**config.mk**
```make
export PLATFORM = sky130hd
export DESIGN_NAME = conv_window_gen_3x3
export DESIGN_NICKNAME = d
export VERILOG_FILES = /design/src/rtl/conv_window_gen_3x3.sv
export SDC_FILE = /design/constraint.sdc
export NUM_CORES = 1
export LEC_CHECK = 0
export ABC_AREA = 1
export BUFFER_PORTS_ARGS = -buffer_cell sky130_fd_sc_hd__buf_4
export CELL_PAD_IN_SITES_DETAIL_PLACEMENT = 0
export CELL_PAD_IN_SITES_GLOBAL_PLACEMENT = 1
export CORE_MARGIN = 4
export CORE_UTILIZATION = 50
export DETAILED_ROUTE_END_ITERATION = 8
export PLACE_DENSITY_LB_ADDON = 0.1
export SYNTH_ARGS = -nofsm -noshare
export SYNTH_HDL_FRONTEND = slang
export SYNTH_SLANG_ARGS = --single-unit
```
**constraint.sdc**
```tcl
create_clock -name clk -period 5.38 [get_ports clk]
set_clock_uncertainty 0.15 [all_clocks]
set_input_delay 0 -clock clk [delete_from_list [all_inputs] [get_ports clk]]
set_output_delay 0 -clock clk [all_outputs]
set_load 0.005 [all_outputs]
```
**src/rtl/conv_window_gen_3x3.sv**
```systemverilog
// Streaming 3x3 window generator: buffers two lines of a raster 8-bit pixel
// stream and emits one packed 72-bit window per valid (unpadded) position.
module conv_window_gen_3x3 #(
  parameter int unsigned IMG_W = 8,
  parameter int unsigned IMG_H = 8
) (
  input  logic        clk,
  input  logic        rst,
  input  logic [7:0]  pix_in,
  input  logic        pix_valid,
  output logic        pix_ready,
  output logic [71:0] win_out,
  output logic        win_valid,
  input  logic        win_ready,
  output logic        frame_done
);

  localparam int unsigned ColW = (IMG_W > 1) ? $clog2(IMG_W) : 1;
  localparam int unsigned RowW = (IMG_H > 1) ? $clog2(IMG_H) : 1;

  logic [ColW-1:0] col_q, col_d;
  logic [RowW-1:0] row_q, row_d;

  // lb1 holds row r-1, lb0 holds row r-2, both indexed by column
  logic [7:0] lb0_q [IMG_W];
  logic [7:0] lb1_q [IMG_W];

  // win_q[3*dr + dc]: dr=0 oldest row, dc=0 oldest column
  logic [7:0] win_q [9];
  logic [7:0] win_d [9];
  logic [71:0] win_pack;

  logic        accept;
  logic        col_last, row_last;
  logic        produce;
  logic        win_valid_q;
  logic [71:0] win_out_q;
  logic        last_q;

  assign pix_ready = !win_valid_q || win_ready;
  assign accept    = pix_valid && pix_ready;
  assign col_last  = (col_q == ColW'(IMG_W - 1));
  assign row_last  = (row_q == RowW'(IMG_H - 1));
  assign produce   = accept && (row_q >= RowW'(2)) && (col_q >= ColW'(2));

  assign win_valid  = win_valid_q;
  assign win_out    = win_out_q;
  assign frame_done = win_valid_q && win_ready && last_q;

  // Raster position counters advance on every accepted pixel
  always_comb begin
    col_d = col_q;
    row_d = row_q;
    if (accept) begin
      if (col_last) begin
        col_d = '0;
        row_d = row_last ? '0 : row_q + RowW'(1);
      end else begin
        col_d = col_q + ColW'(1);
      end
    end
  end

  // Counter state register
  always_ff @(posedge clk) begin
    if (rst) begin
      col_q <= '0;
      row_q <= '0;
    end else begin
      col_q <= col_d;
      row_q <= row_d;
    end
  end

  // Shifted window: new right column uses line-buffer contents before this write
  always_comb begin
    for (int r = 0; r < 3; r++) begin
      win_d[3*r]     = win_q[3*r+1];
      win_d[3*r + 1] = win_q[3*r+2];
    end
    win_d[2] = lb0_q[col_q];
    win_d[5] = lb1_q[col_q];
    win_d[8] = pix_in;
  end

  // Pack pixel k into bits [8k+7:8k]
  always_comb begin
    win_pack = '0;
    for (int k = 0; k < 9; k++) begin
      win_pack[8*k +: 8] = win_d[k];
    end
  end

  // Line buffers and window shift register; contents need no reset because
  // rows 0 and 1 refill them before any window is produced
  always_ff @(posedge clk) begin
    if (accept) begin
      lb0_q[col_q] <= lb1_q[col_q];
      lb1_q[col_q] <= pix_in;
      win_q        <= win_d;
    end
  end

  // Output register: a new window wins over a simultaneous downstream accept
  always_ff @(posedge clk) begin
    if (rst) begin
      win_valid_q <= 1'b0;
      win_out_q   <= '0;
      last_q      <= 1'b0;
    end else if (produce) begin
      win_valid_q <= 1'b1;
      win_out_q   <= win_pack;
      last_q      <= row_last && col_last;
    end else if (win_valid_q && win_ready) begin
      win_valid_q <= 1'b0;
      last_q      <= 1'b0;
    end
  end

endmodule

```
# --- After elaboration in Yosys (flattened, before gate mapping) ---
# Memories as Yosys holds them, arrays and structs flattened. A register that Yosys moved wholly into a read port is not among the register bits.
# Cells that the tools add are included.
word_totals:
  out_inout_bits: 75
  romBits: 0
  reg_bits: 128
  n_memories: 2
  word_cells: 40
  ram_bits: 128
  latch_bits: 0
op_classes:
  reduce_logical: 10
  magnitude_cmp: 2
  n_eq_ne: 2
  n_div: 0
  n_bitwise: 0
  n_shift: 0
  muxes: 11
  multipliers: 0
  addsub: 2
memory_table:
  columns: ["name", "words", "width", "read_ports", "rd_clocked_by_memory_dff", "wr", "line", "rtl"]
  rows:
  - ["lb0_q", 8, 8, 1, 1, 1, "25", "logic [7:0] lb0_q [IMG_W];"]
  - ["lb1_q", 8, 8, 1, 1, 1, "26", "logic [7:0] lb1_q [IMG_W];"]
ops:
  columns: ["operator", "n"]
  rows:
  - ["two-way mux 3 bit", 6]
  - ["adder 3 x 1 -> 3 bit, second input constant", 2]
  - ["equality test 3 bit, second input constant", 2]
  - ["greater-or-equal comparator 3 x 2 -> 1 bit, second input constant", 2]
  - ["logical AND 1 bit", 6]
  - ["two-way mux 1 bit", 5]
  - ["AND reduction 2 bit", 1]
  - ["nonzero test 2 bit", 1]
  - ["logical NOT 1 bit", 1]
  - ["logical OR 1 bit", 1]

# --- Longest topological paths before layout ---
# Gate-level depths: netlist (run 1).
depth:
  ltp_word: 6
  mapped_depth: 10
  ltp_nobuf: 8

# --- Least setup slack after synthesis (run 1) ---
# Ideal clock, no wire load.
synth_timing:
  path_kind: "register -> register"
  from: "register win_valid_q, in the netlist win_valid"
  to: "memory lb0_q[0][0] (enable)"
  t_arrival_ns: 1.698
  path_buffers: 0
  required_time_ns: 4.842
  stages_incl_launch_ff: 6
  setup_slack_ns: 3.144
  setup_ns: 0.388
  cell_sequence: "dfxtp_1 -> nand2_2 -> nand2_2 -> clkinv_4 -> nand2_1 -> nor2_1"
synth_via:
  elab_chain_len: 5
synth_lines:
  columns: ["item", "line", "rtl"]
  rows:
  - ["from (decl)", "36", "logic win_valid_q;"]
  - ["from (signal assigned)", "107", "win_valid_q <= 1'b0;"]
  - ["from (signal assigned)", "111", "win_valid_q <= 1'b1;"]
  - ["from (signal assigned)", "115", "win_valid_q <= 1'b0;"]
  - ["logical NOT 1 bit", "40", "assign pix_ready = !win_valid_q || win_ready;"]
  - ["logical OR 1 bit", "40", null]
  - ["net pix_ready", "11", "output logic pix_ready,"]
  - ["logical AND 1 bit", "41", "assign accept = pix_valid && pix_ready;"]
  - ["net accept", "33", "logic accept;"]
  - ["two-way mux 1 bit", "97", "if (accept) begin"]
  - ["two-way mux 1 bit (implied by the code)", "98", "lb0_q[col_q] <= lb1_q[col_q];"]
  - ["to (decl)", "25", null]
# The timed path passes the listed nets, and every way through them passes these cells.

==> reports/metrics.cfg, run 1 <==
[finish]
num-fill-cells=1702
nets=1093
diodes=0
regArea_um2=6950
multi_input_area_um2=2220
drive_gt1_share_pct=13.9
area_growth_pct=17.6

[worst_setup_path]
crit_arrival_ns=2.77
crit_path_top_delay_cell=inv_2
crit_family=buffers and inverters
required_ns=5.47
crit_chain=buf_4 > inv_2 > nand2_1 > nand3_1 > nand3_1 > nand2_1 > inv_1
cp_max_fo=65
cp-end-kind=flop
critPathMaxStageDelay_ns=0.91
crit_type=reg -> reg
cp-start-kind=flop
cp_num_buf_inv=3

[synthesis]
yosys.area_share.simple_pct=17.0
synth_mux_area_share_pct=0
netlist_area_um2=10100
synth_top_area_share_pct=52.5
synth_adder_area_share_pct=0.746
synth-xor-area-share_pct=0
synth_largest_area_cell=edfxtp_1
synthTopCellsByArea=edfxtp_1 53%, dfxtp_1 17%, nand2_1 11%
syn_avg_cell_area_um2=10.2
ys_seq_area_share_pct=69.0
synth_top_family_by_area=simple AND/OR/NAND/NOR gates
yosys_warnings=0
synth_compound_area_share_pct=4.18
ys_types=19
ys_ff_latch=259
syn_nets=1004
synth_cells=986

[floorplanning]
initial_core_util_pct=51.2
pin_count=87
rows=51
die_h_um=150
die_w_um=150
dieArea_um2=22500
core_um2=19700

[power]
irDropWorstVdd_v=0.000276
p_per_area_nw_per_um2=358
leakage_uw=0.00502
totalPowerFinal_uw=4230

[timing]
setup_viol=0
period_share_pct=49.8
tns_ns=0
relSlewSlack_pct=20.9
timing.final.crit_period_ns=2.68
rsz0062_at_grt=false
fmax_mhz=374
hold_viol_final=0
worst_pin_slew_ns=1.19
slew_violations=0

[placement]
hpwl_um=12400
port_buffers=86
gp_congestion=0.727

[detailed_routing]
wirelength_um=21400
routed.top_layer=met4
vias_per_cell=4.80
wl_met3_um=1310
wl_met1_um=10300
met2WireLength_um=9510
wl_per_cell_um=15.8
route.detailed.drc=0
dr.pass1.iters=4
postRouteAntennaNets=0
drt_iter0_markers=422
num_vias=6533

[global_route]
grt_max_degree=75
grt_pass1_wl_um=33700
antenna_found_initial=0
track_usage_pct=19.3
grt_pass1_vias=6169
grt_overflow_total=0

[clock_tree]
cts_tree=built
cts_buffers=27
cts.sinks=259
cts_resized=0
cts_root_buf=clkbuf_16
htree_levels=1
cts_max_path_buffers=3
clk_latency_ns=0.53
cts.clk_slew.worst_paths_ns=0.06

[run_status]
status=finished, final reports clean

[job]
drv_cap=0

[worst_hold_path]
hp-class=in -> reg

==> Yosys cell counts <==
cell and number:
nand2_2 2, buf_4 1, clkinv_4 1, clkbuf_1 19, edfxtp_1 176, a21oi_1 80, nand3_4 1, inv_2 2
nand3_1 97, or2_2 2, ha_1 6, nor2_1 12, buf_2 21, o21ai_0 4, dfxtp_1 83, nand4_1 1
nand2_1 300, buf_6 6, inv_1 172
==> cell usage in the layout (no fill, tap or decap) <==
master	n
edfxtp_1	176
bufinv_16	1
o21ai_0	4
clkinv_4	1
inv_2	2
clkinv_2	6
or2_2	2
clkbuf_8	3
nand2_2	2
inv_1	172
clkinv_1	3
dfxtp_1	82
nand3_1	97
clkbuf_16	27
nand4_1	1
dfxtp_2	1
nor2_2	8
a21oi_1	80
inv_6	1
clkinvlp_4	1
buf_4	96
nand2_1	300
nand3_4	1
dlygate4sd3_1	11
clkbuf_1	8
nor2_1	4
ha_1	6
==> stage by stage <==
| stage | std cells | util (%) | worst slack (ns) | hold WS, ns | cell area, um^2 |
|---|---|---|---|---|---|
| 5_1_grt | 1361 | 60.2 | 2.46 | 0.147 | 11800 |
| 2_1_floorplan | 986 | - | 3.14 | -0.0542 | 10100 |
| 3_3_place_gp | 1300 | 55.4 | 2.70 | 0.116 | 10900 |
| 4_1_cts | 1361 | 60.2 | 2.64 | 0.101 | 11800 |
| 3_5_place_dp | 1300 | 55.4 | 2.65 | 0.119 | 10900 |
| 6_report | 1361 | 60.2 | 2.70 | 0.130 | 11800 |
==> state kept, by name, summed over array words and instances, names as in the netlist, named ones only <==
register and cells:
col_q 3, last_q 1, lb0_q 64, lb1_q 64
row_q 3, win_d 48, win_out 72, win_valid 1
==> worst reg2reg max path, stage by stage, from the launching register on <==
cell	delay (ns)
dfxtp_2	0.31
buf_4	0.32
inv_2	0.94
nand2_1	0.16
nand3_1	0.12
nand3_1	0.08
nand2_1	0.16
inv_1	0.15
==> power breakdown <==
| part | total [uW] | leakage, uW | internal (uW) | switching, uW |
|---|---|---|---|---|
| registers | 2250 | 0.00230 | 2230 | 25.1 |
| clock network | 1730 | 0.000411 | 1010 | 715 |
| logic | 254 | 0.00231 | 63.8 | 190 |
| total | 4230 | 0.00502 | 3300 | 930 |
==> cell type report <==
class,instances,share of cell area (%)
Clock buffer,38,6.32
Tap cell,265,2.80
Inverter,175,5.60
Multi-Input combinational cell,505,18.8
Timing Repair Buffer,107,7.02
Sequential cell,259,58.7
Clock inverter,12,0.741
==> routing by layer <==
layer,up-vias,global-route usage (%)
met5,-,0
met2,176,29.4
met4,0,4.35
li1,3320,-
met1,3008,29.0
met3,29,3.45
==> worst paths after layout <==
kind                                 from  cells past startpoint          end  slack, ns
worst min-delay path            pix_in[2]                      2  lb1_q[7][2]       0.13
worst max-delay path                 flop                      7    win_d[34]       2.70
worst min register to register  win_d[57]                      0    win_d[65]       0.29
worst max register to register       flop                      7    win_d[34]       2.70
==> what timing repair did <==
item	4_1_cts	5_1_grt
buffers inserted	0	0
hold buffers	11	0
hold endpoints to repair	135	0
==> cell families after synthesis <==
kind of cell	count (synthesis)
fa+ha+maj	6
buf+inv	222
flops	259
compound gates	84
simple gates	415
(Power assumes the default switching activity.)
==> run 2, diff against run 1 <==
--- a/config.mk
+++ b/config.mk
@@ -10,7 +10,7 @@
 export CELL_PAD_IN_SITES_DETAIL_PLACEMENT = 0
 export CELL_PAD_IN_SITES_GLOBAL_PLACEMENT = 1
 export CORE_MARGIN = 4
-export CORE_UTILIZATION = 50
+export CORE_UTILIZATION = 46
 export DETAILED_ROUTE_END_ITERATION = 8
 export PLACE_DENSITY_LB_ADDON = 0.1
 export SYNTH_ARGS = -nofsm -noshare
==> constraint.sdc (replaced) <==
create_clock -name clk -period 2.8 [get_ports clk]
set_clock_uncertainty 0.15 [all_clocks]
set_input_delay 0 -clock clk [delete_from_list [all_inputs] [get_ports clk]]
set_output_delay 0 -clock clk [all_outputs]
set_load 0.005 [all_outputs]
==> reports/metrics.cfg, run 2 (same netlist as run 1, synthesis figures left out) <==
[worst_setup_path]
critPathMaxStageDelay_ns=0.46
cpMostUsedCell=nand2_2
crit_path_top_delay_cell=buf_4
crit_arrival_ns=2.41
cp_max_fo=38
crit_type=reg -> reg
cp-start-kind=flop
required_ns=3.10
cp-end-kind=flop
crit_chain=nand2_2 > nand2_2 > clkinv_4 > buf_4 > nand2_1 > or2_2 > a21oi_1

[finish]
diodes=0
final_cell_mix=300 x nand2_1, 176 x edfxtp_1, 172 x inv_1
layout.cells.most_common=nand2_1
stdcell_area_um2=12100
area_growth_pct=19.8
nets=1107
postLayoutCoreUtil_pct=56.6
drive_gt1_share_pct=14.7
num-fill-cells=1933
largest_reg_flops=72

[timing]
hold_viol_final=0
worst_pin_slew_ns=0.748
tns_ns=0
fmax_mhz=473
setup_viol=0
relSlewSlack_pct=50.1
timing.final.crit_period_ns=2.11
rsz0062_at_grt=false
setup_ws_ns=0.686
slew_violations=0
period_share_pct=75.5

[detailed_routing]
postRouteAntennaNets=0
drt_iter0_markers=475
num_vias=6656
wl_per_cell_um=16.2
route.detailed.drc=0
dr.pass1.iters=5
wirelength_um=22400
vias_per_cell=4.80

[clock_tree]
clk_latency_ns=0.53
cts_resized=0
cts_max_path_buffers=3
hold_buffers=11
cts_root_buf=clkbuf_16
cts.sinks=259
cts_setup_buffers=0
cts_tree=built
cts.clk_slew.worst_paths_ns=0.06
htree_levels=1
cts_buffers=28

[placement]
place_area_um2=11000
port_buffers=86
dpl_worst_slack_ns=0.645
gp_congestion=0.809
hpwl_um=14000

[global_route]
use_met3_pct=2.55
grt_max_degree=73
met1_usage_pct=29.1
grt_overflow_total=0
busiest_layer=met1
track_usage_pct=18.3
use_met2_pct=26.6
grt_pass1_wl_um=34900
antenna_found_initial=0
grt_pass1_vias=6099

[floorplanning]
initial_core_util_pct=47.3
core_um2=21300
pin_count=87
die_h_um=156
die_w_um=156
dieArea_um2=24300
rows=53

[run_status]
status=finished, final reports clean

[power]
p_per_area_nw_per_um2=709
irDropWorstVdd_v=0.000566
leakage_uw=0.00516

[job]
drv_cap=0

[worst_hold_path]
hp-class=in -> reg

==> run 2: cell types whose count changed in the layout (fill, tap and decap cells not counted), sizes merged <==
cell / change
inv: -1
clkbuf: +3
bufinv: +1
buf: +13
clkinv: -1
==> run 2: final timing paths <==
| kind | start | end | slack (ns) | cells past startpoint |
|---|---|---|---|---|
| min reg2reg | win_d[9] | win_d[17] | 0.30 | 0 |
| max reg2reg | win_valid | row_q[1] | 0.69 | 7 |
| min | pix_in[2] | lb1_q[6][2] | 0.16 | 2 |
| max | win_valid | row_q[1] | 0.69 | 7 |
==> run 2: layout make-up <==
| cell class | count | area (um^2) | share of cell area, % |
|---|---|---|---|
| well taps | 275 | 344 | 2.85 |
| clock inverters | 11 | 106 | 0.882 |
| flip-flops and latches | 259 | 6950 | 57.6 |
| inverters | 175 | 662 | 5.49 |
| multi-input cells | 505 | 2200 | 18.3 |
| repair buffers | 120 | 953 | 7.91 |
| clock buffers | 41 | 842 | 6.98 |
==> run 2: metal layers <==
metal  vias up  wire (um)  share of wire, %
li1       3350          -                 -
met1      3123      11300                50
met2       155       9560                43
met3        28       1240               5.5
met4         0        369               1.6
met5         -          0                 0
==> run 2: per-stage QoR <==
stage	hold slack, ns	power [uW]	instances
after floorplan	-0.0542	4700	986
after global placement	0.152	4930	1323
after detailed placement	0.158	4940	1323
after CTS	0.136	8660	1386
after global routing	0.173	8880	1386
final	0.161	8540	1386
==> run 2: where the power goes <==
group | leakage, uW | internal (uW) | switching (uW)
Combinational | 0.00239 | 133 | 407
Sequential | 0.00230 | 4280 | 44.6
Clock | 0.000470 | 2260 | 1420
==> run 2: worst max-delay path: cells and delay by family (launching register included) <==
family                 cells  cell delay [ns]
AOI/OAI and AO/OA          1             0.11
DFF                        1             0.33
and+or+nand+nor            4             0.81
buffers and inverters      2             0.63
==> run 3, diff against run 2 <==
--- a/config.mk
+++ b/config.mk
@@ -10,7 +10,7 @@
 export CELL_PAD_IN_SITES_DETAIL_PLACEMENT = 0
 export CELL_PAD_IN_SITES_GLOBAL_PLACEMENT = 1
 export CORE_MARGIN = 4
-export CORE_UTILIZATION = 46
+export CORE_UTILIZATION = 42
 export DETAILED_ROUTE_END_ITERATION = 8
 export PLACE_DENSITY_LB_ADDON = 0.1
 export SYNTH_ARGS = -nofsm -noshare
==> constraint.sdc (replaced) <==
create_clock -name clk -period 1.79 [get_ports clk]
set_clock_uncertainty 0.15 [all_clocks]
set_input_delay 0 -clock clk [delete_from_list [all_inputs] [get_ports clk]]
set_output_delay 0 -clock clk [all_outputs]
set_load 0.005 [all_outputs]
==> reports/metrics.cfg, run 3 (same netlist as run 1, synthesis figures left out) <==
[detailed_routing]
wirelength_um=23500
drt_iter0_markers=443
num_vias=6719
wl_per_cell_um=16.3
route.detailed.drc=0
dr.pass1.iters=6
vias_per_cell=4.64
postRouteAntennaNets=0

[finish]
diodes=0
layout.cells.most_common=nand2_1
drive_gt1_share_pct=16.9
final_cell_mix=298 x nand2_1, 176 x edfxtp_1, 172 x inv_1
area_growth_pct=24.7
postLayoutCoreUtil_pct=53.3
nets=1125
largest_reg_flops=72

[timing]
timing.final.crit_period_ns=1.70
setup_ws_ns=0.0941
fin_worst_hold_slack_ns=0.138
slew_violations=0
fmax_mhz=590
rsz0062_at_grt=false
period_share_pct=94.7
hold_viol_final=0
setup_viol=0
worst_pin_slew_ns=0.661
relSlewSlack_pct=55.9
tns_ns=0

[worst_setup_path]
crit_path_top_delay_cell=dfxtp_2
required_ns=1.87
crit_chain=inv_2 > buf_12 > nand2_1 > nand3_1 > nand3_1 > nand2_1 > inv_1
r2r-end=lb0_q[3][4]
cp-end-kind=flop
cp-start-kind=flop
critPathCapture=lb0_q[3][4]
ff2ff_path_depth=7
ff2ff_setup_slack_ns=0.09
cp_max_fo=34
crit_type=reg -> reg
critPathMaxStageDelay_ns=0.35
crit_arrival_ns=1.78

[global_route]
track_usage_pct=17.9
grt_overflow_total=0
grt_pass1_wl_um=36900
antenna_found_initial=0
grt_max_degree=60
grt_pass1_vias=6445

[job]
drv_cap=0

[placement]
gp_congestion=0.731
port_buffers=86
dpl_worst_slack_ns=0.0615
hpwl_um=14400

[floorplanning]
rows=56
core_um2=23500
die_h_um=163
pin_count=87
dieArea_um2=26500
initial_core_util_pct=42.7
die_w_um=163

[clock_tree]
cts_root_buf=clkbuf_16
cts_buffers=28
cts_tree=built
cts.sinks=259
htree_levels=1
cts.clk_slew.worst_paths_ns=0.06
clk_latency_ns=0.53
cts_max_path_buffers=3

[power]
irDropWorstVdd_v=0.000596
leakage_uw=0.00532
p_per_area_nw_per_um2=1070
totalPowerFinal_uw=13400

[run_status]
status=finished, final reports clean

[worst_hold_path]
hp-class=in -> reg

## run 3: cell count changes in the layout (fill, tap and decap cells not counted), sizes merged
cell	before	now
dlygate4sd3	11	12
clkinv	9	12
clkinvlp	1	0
buf	109	126
bufinv	2	1
clkbuf	41	40
## run 3: repair_timing
action | 4_1_cts | 5_1_grt
setup buffers | 0 | 0
hold buffers | 12 | 0
resized for setup | 0 | 4
setup endpoints to repair | 0 | 16
hold endpoints to repair | 143 | 0
## run 3: critical path, delay by kind of cell, from the launching register on
kind	cells	cell delay [ns]
buf+inv	3	0.52
flops	1	0.35
simple gates	4	0.38
## run 3: worst min path at each step
stage	startpoint	to	slack (ns)	cells past startpoint
finish	pix_in[0]	lb1_q[2][0]	0.14	2
global route	pix_in[3]	win_d[11]	0.14	2
CTS	pix_in[0]	lb1_q[4][0]	0.10	2
detailed placement	pix_in[0]	lb1_q[2][0]	0.13	1
global placement	pix_in[0]	lb1_q[2][0]	0.13	1
floorplan	win_ready	pix_ready	-0.05	2
## run 3: where the power goes
group	switching, uW	internal (uW)
Combinational	650	319
Sequential	76.0	6690
Clock	2220	3460
## run 3: layout make-up
type	count	area [um^2]
clock inverter	12	78.8
multi-input combinational	505	2280
sequential	259	6950
clock buffer	40	860
inverter	175	669
timing repair buffer	138	1320
fill	2147	11000
tap	319	399
## run 3: per-layer routing
layer	vias up	part of all wire, %	wire [um]	track usage (%)
met5	-	0	0	0
met4	0	2.0	473	4.27
met3	33	5.0	1170	2.78
met2	141	45	10700	28.4
met1	3141	48	11200	26.2
li1	3404	-	-	-
## run 3: metrics by stage
stage / instances / instance area, um^2
after floorplan: 986 / 10100
after global placement: 1384 / 11500
after detailed placement: 1384 / 11500
after CTS: 1448 / 12500
after global routing: 1448 / 12600
final: 1448 / 12600
